### config.mk
export PLATFORM = sky130hd
export DESIGN_NAME = common_reset_sequencer_flat
export DESIGN_NICKNAME = d
export VERILOG_FILES = /design/src/rtl/common_reset_sequencer_if.sv /design/src/rtl/common_reset_sequencer.sv /design/src/flat_wrapper.sv
export SDC_FILE = /design/constraint.sdc
export NUM_CORES = 1
export LEC_CHECK = 0
export ABC_AREA = 1
export CELL_PAD_IN_SITES_DETAIL_PLACEMENT = 1
export CELL_PAD_IN_SITES_GLOBAL_PLACEMENT = 1
export CORE_MARGIN = 8
export CORE_UTILIZATION = 40
export DETAILED_ROUTE_END_ITERATION = 10
export PLACE_DENSITY = 0.89
export REMOVE_ABC_BUFFERS = 1
export SLEW_MARGIN = 15
export SYNTH_ARGS = -nofsm -noshare
export SYNTH_HDL_FRONTEND = slang
export SYNTH_SLANG_ARGS = --single-unit
### constraint.sdc
create_clock -name i_clk -period 1.5 [get_ports i_clk]
set_input_delay 0.225 -clock i_clk [delete_from_list [all_inputs] [get_ports i_clk]]
set_output_delay 0.225 -clock i_clk [all_outputs]
set_load 0.005 [all_outputs]
### src/rtl/common_reset_sequencer_if.sv
// Interface bundling the lock/request inputs and the sequenced reset
// outputs of common_reset_sequencer. The sequencer connects through the
// slave modport and the surrounding logic connects through the master modport.
interface common_reset_sequencer_if #(
  parameter int NUM_STAGES = 4
);

  logic                  i_pll_locked;
  logic                  i_sw_rst;
  logic [NUM_STAGES-1:0] o_srst;
  logic                  o_done;
  logic                  o_lock_timeout;

  modport master (
    output i_pll_locked,
    output i_sw_rst,
    input  o_srst,
    input  o_done,
    input  o_lock_timeout
  );

  modport slave (
    input  i_pll_locked,
    input  i_sw_rst,
    output o_srst,
    output o_done,
    output o_lock_timeout
  );

endinterface

### src/rtl/common_reset_sequencer.sv
// common_reset_sequencer: takes the synchronised reset and PLL lock, holds
// every domain in reset for a minimum time, waits for a stable lock, then
// releases the NUM_STAGES reset domains in ascending order, STAGE_DELAY
// cycles apart. A software request or lock loss throws every domain back
// into reset.
// Optional lock-wait watchdog: define COMMON_RESET_SEQ_WDT_EN. Without it
// o_lock_timeout is tied low and no watchdog logic exists.
module common_reset_sequencer #(
  parameter int NUM_STAGES     = 4,
  parameter int HOLD_CYCLES    = 16,
  parameter int LOCK_CYCLES    = 64,
  parameter int STAGE_DELAY    = 8,
  parameter int TIMEOUT_CYCLES = 65536
) (
  input  logic                     i_clk,
  input  logic                     i_srst,
  common_reset_sequencer_if.slave  bus
);

  // Elaboration-time sanity check on the configuration.
  if (NUM_STAGES < 1 || HOLD_CYCLES < 1 || LOCK_CYCLES < 1 ||
      STAGE_DELAY < 1 || TIMEOUT_CYCLES < 1) begin : g_badParams
    $error("common_reset_sequencer: all parameters must be >= 1");
  end

  localparam int HOLD_W  = $clog2(HOLD_CYCLES + 1);
  localparam int LOCK_W  = $clog2(LOCK_CYCLES + 1);
  localparam int STAGE_W = $clog2(STAGE_DELAY + 1);

  localparam logic [HOLD_W-1:0]  HOLD_LAST  = HOLD_W'(HOLD_CYCLES - 1);
  localparam logic [LOCK_W-1:0]  LOCK_LAST  = LOCK_W'(LOCK_CYCLES - 1);
  localparam logic [STAGE_W-1:0] STAGE_LAST = STAGE_W'(STAGE_DELAY - 1);

  localparam logic [1:0] ST_HOLD      = 2'd0;
  localparam logic [1:0] ST_WAIT_LOCK = 2'd1;
  localparam logic [1:0] ST_RELEASE   = 2'd2;
  localparam logic [1:0] ST_DONE      = 2'd3;

  logic [1:0]            state_q,      state_d;
  logic [HOLD_W-1:0]     holdCount_q,  holdCount_d;
  logic [LOCK_W-1:0]     lockCount_q,  lockCount_d;
  logic [STAGE_W-1:0]    stageCount_q, stageCount_d;
  logic [NUM_STAGES-1:0] srst_q,       srst_d;
  logic                  done_q,       done_d;

  // Releasing one more stage is a left shift with zero fill: bit 0 drops
  // first and no bit can ever clear ahead of a lower-index bit.
  logic [NUM_STAGES-1:0] srstShift;
  logic                  restartReq;

  assign srstShift  = srst_q << 1;
  assign restartReq = bus.i_sw_rst ||
                      (((state_q == ST_RELEASE) || (state_q == ST_DONE)) &&
                       !bus.i_pll_locked);

  // Next-state logic: restart requests win, otherwise advance hold, lock
  // qualification and the staged release.
  always_comb begin
    state_d      = state_q;
    holdCount_d  = holdCount_q;
    lockCount_d  = lockCount_q;
    stageCount_d = stageCount_q;
    srst_d       = srst_q;
    done_d       = done_q;

    if (restartReq) begin
      state_d      = ST_HOLD;
      holdCount_d  = '0;
      lockCount_d  = '0;
      stageCount_d = '0;
      srst_d       = '1;
      done_d       = 1'b0;
    end else begin
      case (state_q)
        ST_HOLD: begin
          if (holdCount_q == HOLD_LAST) begin
            state_d     = ST_WAIT_LOCK;
            holdCount_d = '0;
            lockCount_d = '0;
          end else begin
            holdCount_d = holdCount_q + HOLD_W'(1);
          end
        end

        ST_WAIT_LOCK: begin
          if (!bus.i_pll_locked) begin
            lockCount_d = '0;
          end else if (lockCount_q == LOCK_LAST) begin
            lockCount_d  = '0;
            stageCount_d = '0;
            srst_d       = srstShift;
            if (srstShift == '0) begin
              done_d  = 1'b1;
              state_d = ST_DONE;
            end else begin
              state_d = ST_RELEASE;
            end
          end else begin
            lockCount_d = lockCount_q + LOCK_W'(1);
          end
        end

        ST_RELEASE: begin
          if (stageCount_q == STAGE_LAST) begin
            stageCount_d = '0;
            srst_d       = srstShift;
            if (srstShift == '0) begin
              done_d  = 1'b1;
              state_d = ST_DONE;
            end
          end else begin
            stageCount_d = stageCount_q + STAGE_W'(1);
          end
        end

        ST_DONE: begin
          state_d = ST_DONE;
        end

        default: begin
          state_d      = ST_HOLD;
          holdCount_d  = '0;
          lockCount_d  = '0;
          stageCount_d = '0;
          srst_d       = '1;
          done_d       = 1'b0;
        end
      endcase
    end
  end

  // State and output registers; the incoming reset forces the full-reset state.
  always_ff @(posedge i_clk) begin
    if (i_srst) begin
      state_q      <= ST_HOLD;
      holdCount_q  <= '0;
      lockCount_q  <= '0;
      stageCount_q <= '0;
      srst_q       <= '1;
      done_q       <= 1'b0;
    end else begin
      state_q      <= state_d;
      holdCount_q  <= holdCount_d;
      lockCount_q  <= lockCount_d;
      stageCount_q <= stageCount_d;
      srst_q       <= srst_d;
      done_q       <= done_d;
    end
  end

  assign bus.o_srst = srst_q;
  assign bus.o_done = done_q;

`ifdef COMMON_RESET_SEQ_WDT_EN
  localparam int WDT_W = $clog2(TIMEOUT_CYCLES + 1);
  localparam logic [WDT_W-1:0] WDT_LIMIT = WDT_W'(TIMEOUT_CYCLES);

  logic [WDT_W-1:0] wdtCount_q, wdtCount_d;
  logic             timeout_q,  timeout_d;

  // Watchdog next state: counts every WAIT_LOCK cycle regardless of lock
  // toggling, saturates at the limit, and the flag only clears on a full reset.
  always_comb begin
    wdtCount_d = wdtCount_q;
    timeout_d  = timeout_q;
    if (bus.i_sw_rst) begin
      wdtCount_d = '0;
      timeout_d  = 1'b0;
    end else if (restartReq || (state_q == ST_HOLD)) begin
      wdtCount_d = '0;
    end else if (state_q == ST_WAIT_LOCK) begin
      if (wdtCount_q != WDT_LIMIT) begin
        wdtCount_d = wdtCount_q + WDT_W'(1);
      end
      if (wdtCount_q == WDT_LIMIT - WDT_W'(1)) begin
        timeout_d = 1'b1;
      end
    end
  end

  // Watchdog registers.
  always_ff @(posedge i_clk) begin
    if (i_srst) begin
      wdtCount_q <= '0;
      timeout_q  <= 1'b0;
    end else begin
      wdtCount_q <= wdtCount_d;
      timeout_q  <= timeout_d;
    end
  end

  assign bus.o_lock_timeout = timeout_q;
`else
  assign bus.o_lock_timeout = 1'b0;
`endif

endmodule

### src/flat_wrapper.sv
// flat-port wrapper written by rule: the top's interface ports become plain ports
module common_reset_sequencer_flat 
#(
  parameter int NUM_STAGES     = 4,
  parameter int HOLD_CYCLES    = 16,
  parameter int LOCK_CYCLES    = 64,
  parameter int STAGE_DELAY    = 8,
  parameter int TIMEOUT_CYCLES = 65536
)
  (i_clk, i_srst, bus_i_pll_locked, bus_i_sw_rst, bus_o_srst, bus_o_done, bus_o_lock_timeout);
  common_reset_sequencer_if #(.NUM_STAGES(NUM_STAGES)) bus_i ();
  input  logic i_clk;
  input  logic i_srst;
  input wire logic [$bits(bus_i.i_pll_locked)-1:0] bus_i_pll_locked;
  input wire logic [$bits(bus_i.i_sw_rst)-1:0] bus_i_sw_rst;
  output wire logic [$bits(bus_i.o_srst)-1:0] bus_o_srst;
  output wire logic [$bits(bus_i.o_done)-1:0] bus_o_done;
  output wire logic [$bits(bus_i.o_lock_timeout)-1:0] bus_o_lock_timeout;
  assign bus_i.i_pll_locked = bus_i_pll_locked;
  assign bus_i.i_sw_rst = bus_i_sw_rst;
  assign bus_o_srst = bus_i.o_srst;
  assign bus_o_done = bus_i.o_done;
  assign bus_o_lock_timeout = bus_i.o_lock_timeout;
  common_reset_sequencer #(.NUM_STAGES(NUM_STAGES), .HOLD_CYCLES(HOLD_CYCLES), .LOCK_CYCLES(LOCK_CYCLES), .STAGE_DELAY(STAGE_DELAY), .TIMEOUT_CYCLES(TIMEOUT_CYCLES)) u_core (.i_clk(i_clk), .i_srst(i_srst), .bus(bus_i));
endmodule
==> out/metrics.yaml <==
final_nets: 197
clockBufferDepth: 2
placed_area_mm2: 0.00133
syn_to_final_growth_pct: 22.0
setup_viol: 0
worstSetupPathType: "flip-flop to flip-flop"
die_h_um: 70.3
antenna_found_initial: 0
numCtsBuffers: 3
synth_cell_types: 22
holdCritPathClass: "flip-flop to flip-flop"
synth_most_common_cell: "nand2_1"
leakage_nw: 0.604
ios: 10
filler_cell_count: 365
fin_hold_ws_ns: 0.461
dp_hpwl_um: 2500
viasPerCell: 5.23
wl_per_cell_um: 15.2
clock_sinks: 23
start_util_pct: 42.5
maxSlewViolCount: 0
hold_buffers: 0
cp_data_required_time_ns: 1.74
synth_warnings: 0
drc_errors: 0
port_buffers: 8
place_inst: 213
drtIter0Drc: 51
grt_pass1_wl_um: 5330
clock.fmax_ghz: 0.695
yosys-top-cells-count: "nand2_1, dfxtp_1, nor2_1"
ys.flop_type: "dfxtp_1"
final_hold_viol_count: 0
grt_pass1_vias: 1226
synth_area_mm2: 0.00118
fin_area_mm2: 0.00144
cellPowerDensity_mw_per_mm2: 650
p_total_mw: 0.937
synth-async-reset-ratio_pct: 0
yosysSeqAreaShare_pct: 39.0
core_area_mm2: 0.00278
crit_path_start_kind: "flip-flop"
rows: 19
die_x_um: 70.3
synthTopCellsByArea: "dfxtp_1, nand2_1, nor2_1, inv_1, a21oi_1"
ys_ff_latch: 23
clock_latency_ns: 0.30
wirelength_um: 3350
synth_area_leader_cell: "dfxtp_1"
worstPathMaxFanout: 6
gp_routability_congestion: 0.848
status: "completed"
overflow: 0
min_period_over_period_pct: 96.0
instances_no_fill: 220
vias: 1151
postSynthCellCount: 171
end_kind: "flip-flop"
crit_arrival_ns: 1.68
synth_edf_count: 0
drive_gt1_share_pct: 24.3
multi_input_area_um2: 679
antenna_cells: 0
dr.pass1.iters: 4
ant_nets: 0
netlist.area_leader.share_pct: 39.0
seq_area_um2: 470
clkTransAtPathRegs_ns: 0.12
cap_violations: 0
grt_usage_pct: 12.7
grt_max_degree: 13
cts_root_buffer: "clkbuf_4"
die-area_mm2: 0.00495
ctsHtreeMaxLevel: 1
layout_min_cycle_time_ns: 1.44
cts_tree: "built"
vdd_drop_max_mv: 0.446
finalClockSkew_ns: 0.00364
syn_avg_cell_area_um2: 6.91
[metal layers]
metal  GRT usage, %  vias up  wire length (um)
met4           4.69        0               102
li1               -      581                 -
met3           1.98       12                98
met5              0        -                 0
met1           13.3      542              1340
met2           24.2       16              1810
[worst paths after layout]
kind                                            start                     to  slack [ns]  depth (start not counted)
worst max-delay path                u_core.state_q[0]   u_core.bus.o_srst[2]        0.06                          8
worst min-delay path            u_core.lockCount_q[6]  u_core.lockCount_q[6]        0.46                          2
worst max register to register      u_core.state_q[0]   u_core.bus.o_srst[2]        0.06                          8
worst min register to register  u_core.lockCount_q[6]  u_core.lockCount_q[6]        0.46                          2
[registers in the layout, indices dropped and copies added (netlist names)]
register / cells
u_core.holdCount_q: 5
u_core.state_q: 2
u_core.lockCount_q: 7
u_core.stageCount_q: 4
u_core.bus.o_srst: 4
u_core.bus.o_done: 1
[cell usage in the layout, fill, tap and decap left out, types with 3 or more instances in the layout]
| cell | netlist | routed |
|---|---|---|
| clkbuf_4 | 0 | 3 |
| clkdlybuf4s50_1 | 0 | 8 |
| nor2_1 | 22 | 19 |
| nor2_4 | 4 | 6 |
| dfxtp_1 | 23 | 15 |
| dfxtp_2 | 0 | 8 |
| nand2_4 | 2 | 4 |
| inv_2 | 5 | 5 |
| o21ai_0 | 4 | 4 |
| nand4_1 | 4 | 4 |
| nand3_1 | 12 | 12 |
| nand2_1 | 44 | 39 |
| a21oi_1 | 13 | 12 |
| inv_1 | 18 | 18 |
| buf_4 | 1 | 8 |
| nand2_2 | 2 | 6 |
[per-stage QoR]
step           worst slack, ns  TNS [ns]  utilization (%)
2_1_floorplan          -0.0651    -0.253                -
5_1_grt                -0.0136   -0.0248             51.8
3_3_place_gp            0.0457         0             47.7
4_1_cts                0.00454         0             49.1
6_report                0.0605         0             51.8
3_5_place_dp           -0.0745   -0.0916             47.7
[cell type report]
type | count | area share (%)
Tap cell | 31 | 2.69
Timing Repair Buffer | 16 | 9.72
Sequential cell | 23 | 32.6
Multi-Input combinational cell | 123 | 47.1
Inverter | 23 | 5.99
Clock buffer | 4 | 1.82
[repair_timing]
action,in CTS,in global routing
cloned,0,1
resized for setup,4,20
endpoints found under the setup margin,6,15
buffers inserted,0,2
pin swaps,0,5
[cells by family after synthesis]
group                      Yosys count  synth area share, %
AOI/OAI and AO/OA                   24                 11.4
xor gates and xnor gates             2                 1.48
adders and majority gates            3                 3.18
buffers and inverters               26                 8.79
DFF                                 23                 39.0
other                                1                0.317
and+or+nand+nor                     92                 35.8
[worst max-delay path, cell delays in order (launching register included)]
cell and delay [ns]:
dfxtp_2 0.44, inv_2 0.08, nor2_4 0.24, nand2_2 0.14, nand2_4 0.12, inv_2 0.05, nor2_4 0.12, nand2_1 0.09
nand3_1 0.10
[where the power goes]
part	switching, mW	internal, mW
clock	0.177	0.104
combinational	0.0212	0.0190
sequential	0.00247	0.614
total	0.201	0.736
(Power assumes the default switching activity.)
